==> config.mk <==
export PLATFORM = sky130hd
export DESIGN_NAME = wdog_ctrl
export DESIGN_NICKNAME = d
export VERILOG_FILES = /design/src/rtl/wdog_pkg.sv /design/src/rtl/wdog_ctrl.sv
export SDC_FILE = /design/constraint.sdc
export NUM_CORES = 1
export LEC_CHECK = 0
export BUFFER_PORTS_ARGS = -buffer_cell sky130_fd_sc_hd__buf_2
export CAP_MARGIN = 15
export CORE_MARGIN = 3
export CORE_UTILIZATION = 45
export DETAILED_ROUTE_END_ITERATION = 7
export HOLD_SLACK_MARGIN = 0.08
export PLACE_DENSITY = 0.71
export RECOVER_POWER = 25
export SLEW_MARGIN = 20
export SYNTH_ARGS = -nofsm -noshare
export SYNTH_HDL_FRONTEND = slang
export SYNTH_SLANG_ARGS = --single-unit
==> constraint.sdc <==
create_clock -name CLK -period 5.7 [get_ports CLK]
set_input_delay 0.57 -clock CLK [delete_from_list [all_inputs] [get_ports CLK]]
set_output_delay 0.57 -clock CLK [all_outputs]
set_load 0.005 [all_outputs]
==> src/rtl/wdog_pkg.sv <==
// Shared encodings for the watchdog controller: FSM states, register map,
// sequence keys and the LOAD reset value.
package wdog_pkg;

  typedef enum logic [2:0] {
    ST_DIS = 3'd0,
    ST_EN1 = 3'd1,
    ST_EN2 = 3'd2,
    ST_ENA = 3'd3,
    ST_DS1 = 3'd4,
    ST_DS2 = 3'd5,
    ST_KK1 = 3'd6,
    ST_KK2 = 3'd7
  } state_e;

  localparam logic [3:0]  ADDR_LOAD = 4'h0;
  localparam logic [3:0]  ADDR_EN   = 4'h1;
  localparam logic [3:0]  ADDR_ARM  = 4'hA;
  localparam logic [3:0]  ADDR_STAT = 4'hC;
  localparam logic [3:0]  ADDR_KICK = 4'hE;
  localparam logic [3:0]  ADDR_KEY  = 4'hF;

  localparam logic [31:0] KEY_ONE   = 32'h0000_0001;
  localparam logic [31:0] KEY_F     = 32'h0000_000F;
  localparam logic [31:0] KEY_AA    = 32'h0000_00AA;
  localparam logic [31:0] KEY_55    = 32'h0000_0055;
  localparam logic [31:0] LOAD_RST  = 32'hFFFF_FFFF;

  function automatic logic timer_on(input state_e s);
    return (s inside {ST_ENA, ST_DS1, ST_DS2, ST_KK1, ST_KK2});
  endfunction

endpackage

==> src/rtl/wdog_ctrl.sv <==
// Watchdog controller: keyed enable/disable/kick sequences, protected LOAD
// register, sticky timeout IRQ and a saturating error counter.
//
// state | meaning
// DIS   | timer disabled, LOAD writable
// EN1   | enable: key 1 written, awaiting read of 0xA
// EN2   | enable: awaiting key F
// ENA   | timer running
// DS1   | disable: key F written, awaiting read of 0xA
// DS2   | disable: awaiting key 1
// KK1   | kick: 0xAA written, awaiting read of 0xE
// KK2   | kick: awaiting 0x55
module wdog_ctrl
  import wdog_pkg::*;
(
  input  logic        CLK,
  input  logic        RST,
  input  logic        WRITE,
  input  logic        READ,
  input  logic [3:0]  ADDR,
  input  logic [31:0] WDATA,
  output logic [31:0] RDATA,
  input  logic        TIMEOUT,
  output logic        TIMER_EN,
  output logic        TIMER_DIS,
  output logic        KICK,
  output logic [31:0] LOAD_OUT,
  output logic        IRQ
);

  state_e      state_q, state_d;
  logic [31:0] load_q, rdata_q, rdata_d;
  logic [7:0]  err_q;
  logic        irq_q, kick_q, kick_d, ten_q;
  logic        wr, rd, coll, neutral, load_ok, irq_clr, err_inc, step_ok;

  assign wr      = WRITE & ~READ;
  assign rd      = READ & ~WRITE;
  assign coll    = WRITE & READ;
  assign neutral = (rd && (ADDR == ADDR_LOAD || ADDR == ADDR_STAT)) ||
                   (wr && ADDR == ADDR_STAT);
  assign load_ok = wr && ADDR == ADDR_LOAD && state_q == ST_DIS && WDATA != 32'h0;
  assign irq_clr = wr && ADDR == ADDR_STAT && WDATA[1];

  always_comb begin
    state_d = state_q;
    kick_d  = 1'b1;
    err_inc = 1'b0;
    step_ok = 1'b0;
    if (coll || ((wr || rd) && !neutral && !load_ok)) begin
      if (!coll) begin
        unique case (state_q)
          ST_DIS: if (wr && ADDR == ADDR_EN && WDATA == KEY_ONE) begin
            state_d = ST_EN1; step_ok = 1'b1;
          end
          ST_EN1: if (rd && ADDR == ADDR_ARM) begin
            state_d = ST_EN2; step_ok = 1'b1;
          end
          ST_EN2: if (wr && ADDR == ADDR_KEY && WDATA == KEY_F) begin
            state_d = ST_ENA; step_ok = 1'b1;
          end
          ST_ENA: begin
            if (wr && ADDR == ADDR_KEY && WDATA == KEY_F) begin
              state_d = ST_DS1; step_ok = 1'b1;
            end else if (wr && ADDR == ADDR_KICK && WDATA == KEY_AA) begin
              state_d = ST_KK1; step_ok = 1'b1;
            end
          end
          ST_DS1: if (rd && ADDR == ADDR_ARM) begin
            state_d = ST_DS2; step_ok = 1'b1;
          end
          ST_DS2: if (wr && ADDR == ADDR_EN && WDATA == KEY_ONE) begin
            state_d = ST_DIS; step_ok = 1'b1;
          end
          ST_KK1: if (rd && ADDR == ADDR_KICK) begin
            state_d = ST_KK2; step_ok = 1'b1;
          end
          ST_KK2: if (wr && ADDR == ADDR_KICK && WDATA == KEY_55) begin
            state_d = ST_ENA; step_ok = 1'b1; kick_d = 1'b0;
          end
          default: ;
        endcase
      end
      // Any wrong step falls back to the resting state of its own side.
      if (!step_ok) begin
        err_inc = 1'b1;
        state_d = (state_q inside {ST_DIS, ST_EN1, ST_EN2}) ? ST_DIS : ST_ENA;
      end
    end
  end

  always_comb begin
    rdata_d = 32'h0;
    if (rd) begin
      if (ADDR == ADDR_LOAD)      rdata_d = load_q;
      else if (ADDR == ADDR_STAT) rdata_d = {16'h0, err_q, 1'b0, state_q, 2'b0, irq_q, ten_q};
    end
  end

  always_ff @(posedge CLK) begin
    if (RST) begin
      state_q <= ST_DIS;
      ten_q   <= 1'b0;
      kick_q  <= 1'b1;
      load_q  <= LOAD_RST;
      irq_q   <= 1'b0;
      err_q   <= 8'h00;
      rdata_q <= 32'h0;
    end else begin
      state_q <= state_d;
      ten_q   <= timer_on(state_d);
      kick_q  <= kick_d;
      if (load_ok) load_q <= WDATA;
      if (err_inc && err_q != 8'hFF) err_q <= err_q + 8'd1;
      if (TIMEOUT && ten_q) irq_q <= 1'b1;
      else if (irq_clr)     irq_q <= 1'b0;
      if (rd || coll) rdata_q <= rdata_d;
    end
  end

  assign RDATA     = rdata_q;
  assign TIMER_EN  = ten_q;
  assign TIMER_DIS = ~ten_q;
  assign KICK      = kick_q;
  assign LOAD_OUT  = load_q;
  assign IRQ       = irq_q;

endmodule

After elaboration in Yosys (flattened, before gate mapping)
Cells that the tools add are included.

Output and inout bits: 68. Input bits: 41. Register bits after elaboration: 78.

Add/sub/neg operators: 1. Multiplexer cells: 32. Equality and inequality tests: 22. Bitwise logic cells: 8. Reductions and logical operators: 35.

Operator list (number): two-way mux 32 bit (2); two-way mux 3 bit (12); == test 32 x 1 -> 1 bit (second input constant) (1); == test 32 x 4 -> 1 bit (second input constant) (1); == test 32 x 7 -> 1 bit (second input constant) (1); == test 32 x 8 -> 1 bit (second input constant) (1); nonzero test 32 bit (1); == test 3 bit (second input constant) (8); one-hot mux 3 bit (8 select lines) (1); logical AND 1 bit (19); == test 4 bit (second input constant) (4); two-way mux 16 bit (1); two-way mux 1 bit (14); == test 3 x 2 -> 1 bit (second input constant) (3); adder 8 x 1 -> 8 bit (second input constant) (1); inequality test 8 bit (second input constant) (1); one-hot mux 1 bit (6 select lines) (1); logical OR 1 bit (5); NOT 1 bit (5); nonzero test 5 bit (1); == test 4 x 1 -> 1 bit (second input constant) (1); logical NOT 4 bit (1); OR reduction 2 bit (2); OR reduction 4 bit (1); other kinds (7) (10).

Depth between registers and ports, before layout
Depth after elaboration: 13. Mapped depth: 10. Mapped depth without buffers: 9.

Least setup slack after synthesis
No wires, ideal clock.

Kind: in2reg. From: in WDATA[13]. To: reg ten_q, in the netlist TIMER_EN. Arrival time: 2.417 ns. Slack: 3.160 ns. Stages: 8. Buffers on the path: 1. Setup time: 0.123 ns. Path through: or4_1 -> or2_1 -> o31a_1 -> buf_6 -> a2111oi_4 -> o22a_1 -> a21boi_1 -> a2bb2oi_1.

Longest elaborated chain between the ends: 11.

Ends and longest elaborated chain: from (decl) (RTL line wdog_ctrl.sv:21) `input logic [31:0] WDATA,`; == test 32 x 8 -> 1 bit (RTL line wdog_ctrl.sv:65) `end else if (wr && ADDR == ADDR_KICK && WDATA == KEY_AA) begin`; logical AND 1 bit (RTL line wdog_ctrl.sv:65); two-way mux 1 bit (RTL line wdog_ctrl.sv:65); two-way mux 1 bit (RTL line wdog_ctrl.sv:63) `if (wr && ADDR == ADDR_KEY && WDATA == KEY_F) begin`; one-hot mux 1 bit (6 select lines) (RTL line wdog_ctrl.sv:52) `unique case (state_q)`; two-way mux 1 bit (RTL line wdog_ctrl.sv:51) `if (!coll) begin`; two-way mux 1 bit (RTL line wdog_ctrl.sv:50) `if (coll || ((wr || rd) && !neutral && !load_ok)) begin`; two-way mux 3 bit (RTL line wdog_ctrl.sv:85) `if (!step_ok) begin`; two-way mux 3 bit * (RTL line wdog_ctrl.sv:50); == test 3 x 2 -> 1 bit or == test 3 bit (tied branches) (RTL line wdog_pkg.sv:30) `return (s inside {ST_ENA, ST_DS1, ST_DS2, ST_KK1, ST_KK2});`; nonzero test 5 bit * (RTL line wdog_pkg.sv:30); to (signal assigned) (RTL line wdog_ctrl.sv:111) `ten_q <= timer_on(state_d);`; to (decl) (RTL line wdog_ctrl.sv:34) `logic irq_q, kick_q, kick_d, ten_q;`.

Every way passes the cells marked *; elsewhere a longest branch is shown, timed or not. The select of a mux whose other input is x is not followed. A chain may end at the register's enable or synchronous reset.

==> run metrics <==
top post-synthesis cells by area=dfxtp_1 (43%), nand2_1 (8.6%), a22oi_1 (7.0%); FF-to-FF End=err_q[7]; reg2reg start=state_q[1]; Max Freq=0.3033 GHz; Final #Nets=560; Cell variety after synth=60; vias=3508; final slew viol count=80; worst-path fanout max=79; Placed Area=4218 µm²; largest net degree at the start of global routing=80; sequential share of the synthesized area=0.4299; initial antenna violation count=0; GRT overflow=0; Placed Cells=606; failing checks=capacitance limit, slew limit; Synth Flop Type=dfxtp_1; CTS tree=built; Avg Synthesized Cell Area=8.628 µm²; die width=95.84 µm; drt pass-1 iters=5; Routed Antenna Nets=0; Post-synth EDFFs=0; Worst-Margin Slew=2.959 ns; Final period util=0.5785; DR iter-0 viols=221; Async SR Flop Fraction=0; leak pwr=1.784 nW; Tot Pwr=1.073 mW; Num CTS Buffers=9; Max Root-Sink Buffers=2; starting density of the core=0.4676; WL final=10.01 mm; hold_buf cts=0; clock sinks=78; RSZ-0062 raised after global routing=no; DR WL/cell=16.10 µm; worst r2r path cells=7; synthesized instance count=421; Diodes inserted=0; Core ar.=7767 µm²; Area Growth Syn to Fin=20.87%; outcome=finished, violations left; hold wc startpoint=RDATA[6]; CP Capture Type=register; hpwl dp=7.187 mm; die area=9185 µm²; htree depth=3; Row Count=32; PostCTS Resize Cnt=0; Avg Vias per Cell=5.640; final std cells w/o fill=622; synthesized area=3632 µm²; Root Driver=clkbuf_8; data required time of the worst path=5.92 ns; end of the worst hold path=RDATA[6]; clock skew=0.009661 ns; list of most frequent post-synthesis cells=nand2_1 (83), dfxtp_1 (78), a22oi_1 (34), nor2_1 (34), nand3b_1 (31); syn_nets=466; pre-CTS setup slack=2.571 ns; clk_lat worst skew=0.34 ns; IO Pins=109; Worst EP arrival=3.51 ns; worst setup margin=2.402 ns; first-pass GRT wire length=15.48 mm; Slew HR=-0.9729; post-CTS setup buffers=0; min Tclk post-route=3.298 ns; drc violations=0; Final Instance Area=4390 µm²; largest area contributor in the netlist=dfxtp_1; Hold Fails Final Rpt=0; placer's final routability congestion estimate=0.9302; MaxCap Viol Count=1; Critical Path Start Type=input port; I/O Buffers=108; share of cells above drive strength 1=0.2365; setup TNS=0 ns; Total GRT Usage=0.2145; Yosys top cell area share=0.4299; CP Class=input port to register; Yosys reg bits=78; PD cells=244.5 nW/µm²; hold path cells=2; clock slew at reported path FFs=0.08 ns; Yosys warnings=0; vias in the first global route=3200; Setup-failing EPs final=0; peak supply drop=0.1276 mV; Reg2Reg Setup Slack=3.14 ns; Die Span Y=95.84 µm; cell with the most instances after synthesis=nand2_1; hold crit path type=register to register
final cells by class:
cell class,instances,area (µm²)
Tap cell,102,127.6
Fill cell,750,3377
Inverter,8,30.03
Sequential cell,78,1562
Multi-Input combinational cell,305,1921
Clock buffer,10,137.6
Clock inverter,6,68.82
Timing Repair Buffer,113,544.3
routing by layer:
layer / vias up / part of all wire / GRT usage
li1: 1700 / - / -
met1: 1664 / 0.44 / 0.2823
met2: 128 / 0.47 / 0.3468
met3: 16 / 0.071 / 0.04848
met4: 0 / 0.018 / 0.07227
met5: - / 0 / 0
cell usage in the layout, fill, tap and decap left out, drive strengths merged, types with 4 or more instances in the layout:
master / count
a21oi: 19
a22oi: 34
a31oi: 5
and3: 8
buf: 88
clkbuf: 35
dfxtp: 78
ha: 4
inv: 9
nand2: 83
nand3: 8
nand3b: 31
nand4: 7
nand4b: 4
nor2: 35
nor2b: 4
nor3: 4
nor4: 7
o21ai: 4
worst max path at each step:
stage | depth (start not counted) | startpoint | end | slack, ns
final | 7 | RST | TIMER_EN | 2.40
after global routing | 7 | RST | TIMER_EN | 1.99
after CTS | 8 | WDATA[8] | err_q[7] | 2.93
after detailed placement | 8 | WDATA[8] | err_q[3] | 2.57
after global placement | 8 | WDATA[8] | err_q[3] | 2.64
after floorplan | 8 | WDATA[13] | TIMER_EN | 3.16
kinds of logic after synthesis:
family / Yosys count / share of synthesized area
AO/OA/AOI/OAI: 88 / 0.1888
multiplexers: 3 / 0.009300
AND/OR/NAND/NOR: 209 / 0.3100
buffers and inverters: 38 / 0.04581
flip-flops: 78 / 0.4299
XOR/XNOR: 1 / 0.002412
adder cells (fa/ha/maj): 4 / 0.01378
sequential cells by signal (all words and copies together), names as in the netlist:
name,cells
state_q,3
TIMER_EN,1
LOAD_OUT,32
err_q,8
KICK,1
IRQ,1
RDATA,32
power by group:
part	switching (mW)	leakage, nW	internal, mW
logic	0.0531	1.05	0.0393
clock network	0.204	0.103	0.216
registers	0.00905	0.631	0.552
stage by stage:
step / util / hold slack (ns)
after floorplan: - / 0.4483
final: 0.5652 / 0.4549
after global routing: 0.5652 / 0.4461
after CTS: 0.5696 / 0.4408
after detailed placement: 0.5430 / 0.4438
after global placement: 0.5430 / 0.4380
critical path, stage by stage:
cell and delay (ns):
buf_2 0.07, clkbuf_1 2.07, nor2_1 0.14, nand2_1 0.23, o22a_1 0.18, a21boi_1 0.17
a2bb2oi_1 0.07
(Power assumes the default switching activity.)
